==> config.mk <==
export PLATFORM = sky130hd
export DESIGN_NAME = uart_tx_fifo
export DESIGN_NICKNAME = d
export VERILOG_FILES = /design/src/rtl/uart_tx_fifo.sv
export SDC_FILE = /design/constraint.sdc
export NUM_CORES = 1
export LEC_CHECK = 0
export ABC_CLOCK_PERIOD_IN_PS = 6870
export BUFFER_PORTS_ARGS = -buffer_cell sky130_fd_sc_hd__buf_2
export CORE_ASPECT_RATIO = 0.9
export CORE_MARGIN = 2
export CORE_UTILIZATION = 64
export DETAILED_ROUTE_END_ITERATION = 8
export GPL_TIMING_DRIVEN = 0
export PLACE_DENSITY = 0.83
export SETUP_SLACK_MARGIN = 0.5
export SLEW_MARGIN = 20
export SYNTH_ARGS = -nofsm -noshare
export SYNTH_HDL_FRONTEND = slang
export SYNTH_SLANG_ARGS = --single-unit
export TNS_END_PERCENT = 10
==> constraint.sdc <==
create_clock -name uart_clk -period 6.87 [get_ports uart_clk]
set_input_delay 1.0305 -clock uart_clk [delete_from_list [all_inputs] [get_ports uart_clk]]
set_output_delay 1.0305 -clock uart_clk [all_outputs]
set_load 0.02 [all_outputs]
==> src/rtl/uart_tx_fifo.sv <==
// UART transmitter framing words from an internal FIFO; uart_tx is registered, first start bit 2 cycles after the push edge.
// Backpressure: tx_ready low while the FIFO is full; uart_en only gates the start of new frames, never truncates one.

module uart_tx_fifo_buf #(
    parameter int W  = 8,
    parameter int AW = 2
) (
    input  logic          clk,
    input  logic          rst,
    input  logic          push_vld,
    output logic          push_rdy,
    input  logic [W-1:0]  push_dat,
    input  logic          pop,
    output logic [W-1:0]  pop_dat,
    output logic [AW:0]   count
);
    localparam int DEPTH = 1 << AW;

    logic [W-1:0]  mem [DEPTH];
    logic [AW-1:0] wr_ptr;
    logic [AW-1:0] rd_ptr;
    logic          do_push;
    logic          do_pop;

    assign push_rdy = (count != (AW+1)'(DEPTH));
    assign do_push  = push_vld && push_rdy;
    assign do_pop   = pop && (count != '0);
    assign pop_dat  = mem[rd_ptr];

    always_ff @(posedge clk) begin
        if (do_push)
            mem[wr_ptr] <= push_dat;
    end

    always_ff @(posedge clk) begin
        if (rst) begin
            wr_ptr <= '0;
            rd_ptr <= '0;
            count  <= '0;
        end else begin
            if (do_push)
                wr_ptr <= wr_ptr + AW'(1);
            if (do_pop)
                rd_ptr <= rd_ptr + AW'(1);
            if (do_push && !do_pop)
                count <= count + (AW+1)'(1);
            else if (!do_push && do_pop)
                count <= count - (AW+1)'(1);
        end
    end
endmodule

module uart_tx_fifo #(
    parameter int CLKS_PER_BIT = 4,
    parameter int DATA_BITS    = 8,
    parameter int PARITY       = 0,
    parameter int STOP_BITS    = 1,
    parameter int FIFO_AW      = 2
) (
    input  logic                 uart_clk,
    input  logic                 uart_rst,
    input  logic                 uart_en,
    input  logic [DATA_BITS-1:0] tx_data,
    input  logic                 tx_valid,
    output logic                 tx_ready,
    output logic                 uart_tx,
    output logic                 tx_busy,
    output logic [FIFO_AW:0]     fifo_count
);
    localparam int   BAUD_W = $clog2(CLKS_PER_BIT);
    localparam int   BIT_W  = $clog2(DATA_BITS);
    localparam logic ODD    = (PARITY == 1);

    typedef enum logic [2:0] {
        S_IDLE,
        S_START,
        S_DATA,
        S_PARITY,
        S_STOP
    } state_t;

    state_t                state;
    logic [BAUD_W-1:0]     baud_cnt;
    logic [BIT_W-1:0]      bit_idx;
    logic [DATA_BITS-1:0]  shreg;
    logic                  par_bit;
    logic [DATA_BITS-1:0]  head;
    logic                  pop;
    logic                  baud_tc;

    assign pop     = (state == S_IDLE) && uart_en && (fifo_count != '0);
    assign baud_tc = (baud_cnt == BAUD_W'(CLKS_PER_BIT - 1));
    assign tx_busy = (state != S_IDLE);

    uart_tx_fifo_buf #(
        .W  (DATA_BITS),
        .AW (FIFO_AW)
    ) u_fifo (
        .clk      (uart_clk),
        .rst      (uart_rst),
        .push_vld (tx_valid),
        .push_rdy (tx_ready),
        .push_dat (tx_data),
        .pop      (pop),
        .pop_dat  (head),
        .count    (fifo_count)
    );

    // Line level is registered from the current state, so it trails the state by one cycle.
    always_ff @(posedge uart_clk) begin
        if (uart_rst) begin
            state    <= S_IDLE;
            baud_cnt <= '0;
            bit_idx  <= '0;
            shreg    <= '0;
            par_bit  <= 1'b0;
            uart_tx  <= 1'b1;
        end else begin
            case (state)
                S_IDLE: begin
                    uart_tx  <= 1'b1;
                    baud_cnt <= '0;
                    bit_idx  <= '0;
                    if (pop) begin
                        shreg   <= head;
                        par_bit <= (^head) ^ ODD;
                        state   <= S_START;
                    end
                end
                S_START: begin
                    uart_tx <= 1'b0;
                    if (baud_tc) begin
                        baud_cnt <= '0;
                        state    <= S_DATA;
                    end else begin
                        baud_cnt <= baud_cnt + BAUD_W'(1);
                    end
                end
                S_DATA: begin
                    uart_tx <= shreg[0];
                    if (baud_tc) begin
                        baud_cnt <= '0;
                        shreg    <= shreg >> 1;
                        if (bit_idx == BIT_W'(DATA_BITS - 1)) begin
                            bit_idx <= '0;
                            state   <= (PARITY != 0) ? S_PARITY : S_STOP;
                        end else begin
                            bit_idx <= bit_idx + BIT_W'(1);
                        end
                    end else begin
                        baud_cnt <= baud_cnt + BAUD_W'(1);
                    end
                end
                S_PARITY: begin
                    uart_tx <= par_bit;
                    if (baud_tc) begin
                        baud_cnt <= '0;
                        state    <= S_STOP;
                    end else begin
                        baud_cnt <= baud_cnt + BAUD_W'(1);
                    end
                end
                S_STOP: begin
                    uart_tx <= 1'b1;
                    if (baud_tc) begin
                        baud_cnt <= '0;
                        if (bit_idx == BIT_W'(STOP_BITS - 1)) begin
                            bit_idx <= '0;
                            state   <= S_IDLE;
                        end else begin
                            bit_idx <= bit_idx + BIT_W'(1);
                        end
                    end else begin
                        baud_cnt <= baud_cnt + BAUD_W'(1);
                    end
                end
                default: begin
                    uart_tx <= 1'b1;
                    state   <= S_IDLE;
                end
            endcase
        end
    end
endmodule
==> impl_metrics.csv <==
group,metric,value,unit
logic_synthesis,syn_inst,209,
die,fp.dieArea,4570,um^2
finish,finalNetCount,258,
grt,grt_antenna_before_repair,0,
sta,worstMarginPinSlew,0.520,ns
finish,area_growth,12.1,%
setup_path,max_stage_delay,0.37,ns
route,drc_errors,0,
finish,drive_above_1_share,20.7,%
setup_path,r2r_setup_slack,4.34,ns
grt,overflow,0,
logic_synthesis,synthTopCellsByArea,"edfxtp_1, dfxtp_1, mux4_2, nor2_1, ha_1",
finish,final_cells,287,
placed_design,gp_congestion,0.883,
setup_path,arrival,2.98,ns
finish,antenna_cells,0,
route,wl,4.57,mm
sta,setup_viol,0,
logic_synthesis,async_flop_share,0,%
die,die_h,64.3,um
placed_design,postPlaceCellArea,2720,um^2
sta,tns,0,ns
logic_synthesis,ys_types,35,
grt,track_usage,22.7,%
logic_synthesis,ys.flop_type,"edfxtp_1",
route,postRouteAntennaNets,0,
sta,skew,0.00758,ns
sta,rsz0062_at_grt,"false",
die,die_w,71.0,um
logic_synthesis,syn_nets,231,
cts,cts_root_buf,"clkbuf_8",
die,rows,21,
logic_synthesis,ys_seq_area_share,58.1,%
logic_synthesis,yosysMostFrequentCell,"nor2_1",
power,power,0.00114,W
route,routedWlPerCell,15.9,um
logic_synthesis,synth-edff-count,32,
cts,clk_pin_slew_worst_paths,0.07,ns
sta,hold_viol,0,
logic_synthesis,synthesis.area,2590,um^2
placed_design,dp_hpwl,3.15,mm
die,start_util,67.9,%
setup_path,path_cells,"buf_2 > o31a_1 > and2_1 > clkbuf_1 > inv_1 > ha_1 > inv_1 > fa_1 > xor2_1 > or3_1 > a21oi_1",
setup_path,critPathCaptureType,"register",
outcome,status,"complete, no violations",
sta,max_slew_margin,65.3,%
grt,first_global_vias,1671,
setup_path,path_class,"primary input to register",
placed_design,port_buffers,16,
cts,cts_buffers,9,
cts,cts_resized,0,
power,p_leak,1.09,nW
cts,cts.sink_count,59,
cts,postCtsHoldBufs,0,
route,drtIter0Drc,106,
placed_design,dp_cells,271,
power,vdd_drop_max,0.244,mV
placed_design,place_ws,3.83,ns
setup_path,crit_slowest_cell,"fa_1",
route,avgViaCountPerCell,5.69,
cts,post_cts_buffers,0,
die,design.portCount,18,
logic_synthesis,synth_top_area_share,37.2,%
logic_synthesis,yosysTopAreaCell,"edfxtp_1",
setup_path,cp_common_cell,"inv_1",
logic_synthesis,yosysWarningCount,0,
route,num_vias,1634,
setup_path,start_kind,"primary input",
cts,insertion_delay,0.34,ns
job,cap_violations,0,
finish,nFillCells,230,
grt,grt_pass1_wl,7.67,mm
die,core,3810,um^2
logic_synthesis,synth-seq-cells,59,
cts,cts_tree,"yes",
logic_synthesis,synth_common_cells,"nor2_1, edfxtp_1, dfxtp_1",
sta,finalCriticalPeriod,2.71,ns
route,firstDrtPassIters,4,
sta,max_freq,369,MHz
setup_path,critPathMaxFanout,6,
min_path,hp-class,"register to register",
sta,layout_setup_ws,4.16,ns
grt,grt_max_degree,13,
cts,cts_buffer_depth,2,
power,power_density,394,nW/um^2
finish,final_area,2900,um^2
sta,slew_violations,0,
sta,min_period_over_period,39.5,%
logic_synthesis,syn-mean-instance-area,12.4,um^2
setup_path,worstPathRequired,7.14,ns
cts,cts_max_level,3,
## flip-flops by register name, summed over array words and instances, names as in the netlist, named ones only
| name | cells |
|---|---|
| bit_idx | 3 |
| par_bit | 1 |
| baud_cnt | 2 |
| u_fifo.wr_ptr | 2 |
| u_fifo.mem | 32 |
| u_fifo.rd_ptr | 2 |
| u_fifo.count | 3 |
| uart_tx | 1 |
| shreg | 8 |
| state | 3 |
## final timing paths
path,start,to,depth (start not counted)
max,uart_en,u_fifo.count[2]$_SDFFE_PP0P_,11
min,shreg[6]$_SDFFE_PP0P_,shreg[6]$_SDFFE_PP0P_,2
max reg2reg,u_fifo.count[0]$_SDFFE_PP0P_,u_fifo.count[2]$_SDFFE_PP0P_,10
min reg2reg,shreg[6]$_SDFFE_PP0P_,shreg[6]$_SDFFE_PP0P_,2
## layout make-up
class / instances / area, um^2 / area share [%]
multi-input combinational: 129 / 992 / 34.2
clock buffer: 9 / 124 / 4.27
timing repair buffer: 16 / 80.1 / 2.76
buffer: 12 / 58.8 / 2.03
sequential: 59 / 1500 / 51.8
inverter: 9 / 33.8 / 1.16
tap: 46 / 57.6 / 1.98
clock inverter: 7 / 52.6 / 1.81
## power by group
group / internal [W] / leakage [nW] / total, W / switching (W)
combinational: 0.000180 / 0.489 / 0.000397 / 0.000216
sequential: 0.000435 / 0.514 / 0.000471 / 0.0000363
clock: 0.000132 / 0.0896 / 0.000276 / 0.000144
total: 0.000747 / 1.09 / 0.00114 / 0.000396
## metal layers
layer	track usage (%)	part of all wire [%]	up-vias
li1	-	-	801
met1	28.6	45	780
met3	8.83	5.0	4
met4	8.02	0.77	0
met5	0	0	-
met2	35.9	49	49
## kinds of logic after synthesis
kind of cell	synth area share, %
XOR/XNOR	4.06
adder cells (fa/ha/maj)	5.52
flip-flops	58.1
multiplexers	12.1
AND/OR/NAND/NOR	10.5
AO/OA/AOI/OAI	6.14
buffers and inverters	3.58
## placed cells by master, fill, tap and decap left out, drive strengths merged, types with 9 or more instances in the layout
cell type / count
nor2: 35
edfxtp: 32
dfxtp: 27
buf: 21
clkbuf: 16
a21oi: 14
mux2i: 11
inv: 10
xnor2: 9
ha: 9
## critical path: cells and delay by family
kind                     cells  cell delay [ns]
AND/OR/NAND/NOR              2             0.47
buffers and inverters        4             0.47
adder cells (fa/ha/maj)      2             0.56
XOR/XNOR                     1             0.17
AO/OA/AOI/OAI                2             0.28
## through the flow
step | hold WS (ns) | utilization, %
2_1_floorplan | 0.454 | -
3_3_place_gp | 0.465 | 71.5
3_5_place_dp | 0.480 | 71.5
4_1_cts | 0.501 | 76.1
5_1_grt | 0.542 | 76.1
6_report | 0.499 | 76.1
(Power assumes the default switching activity.)
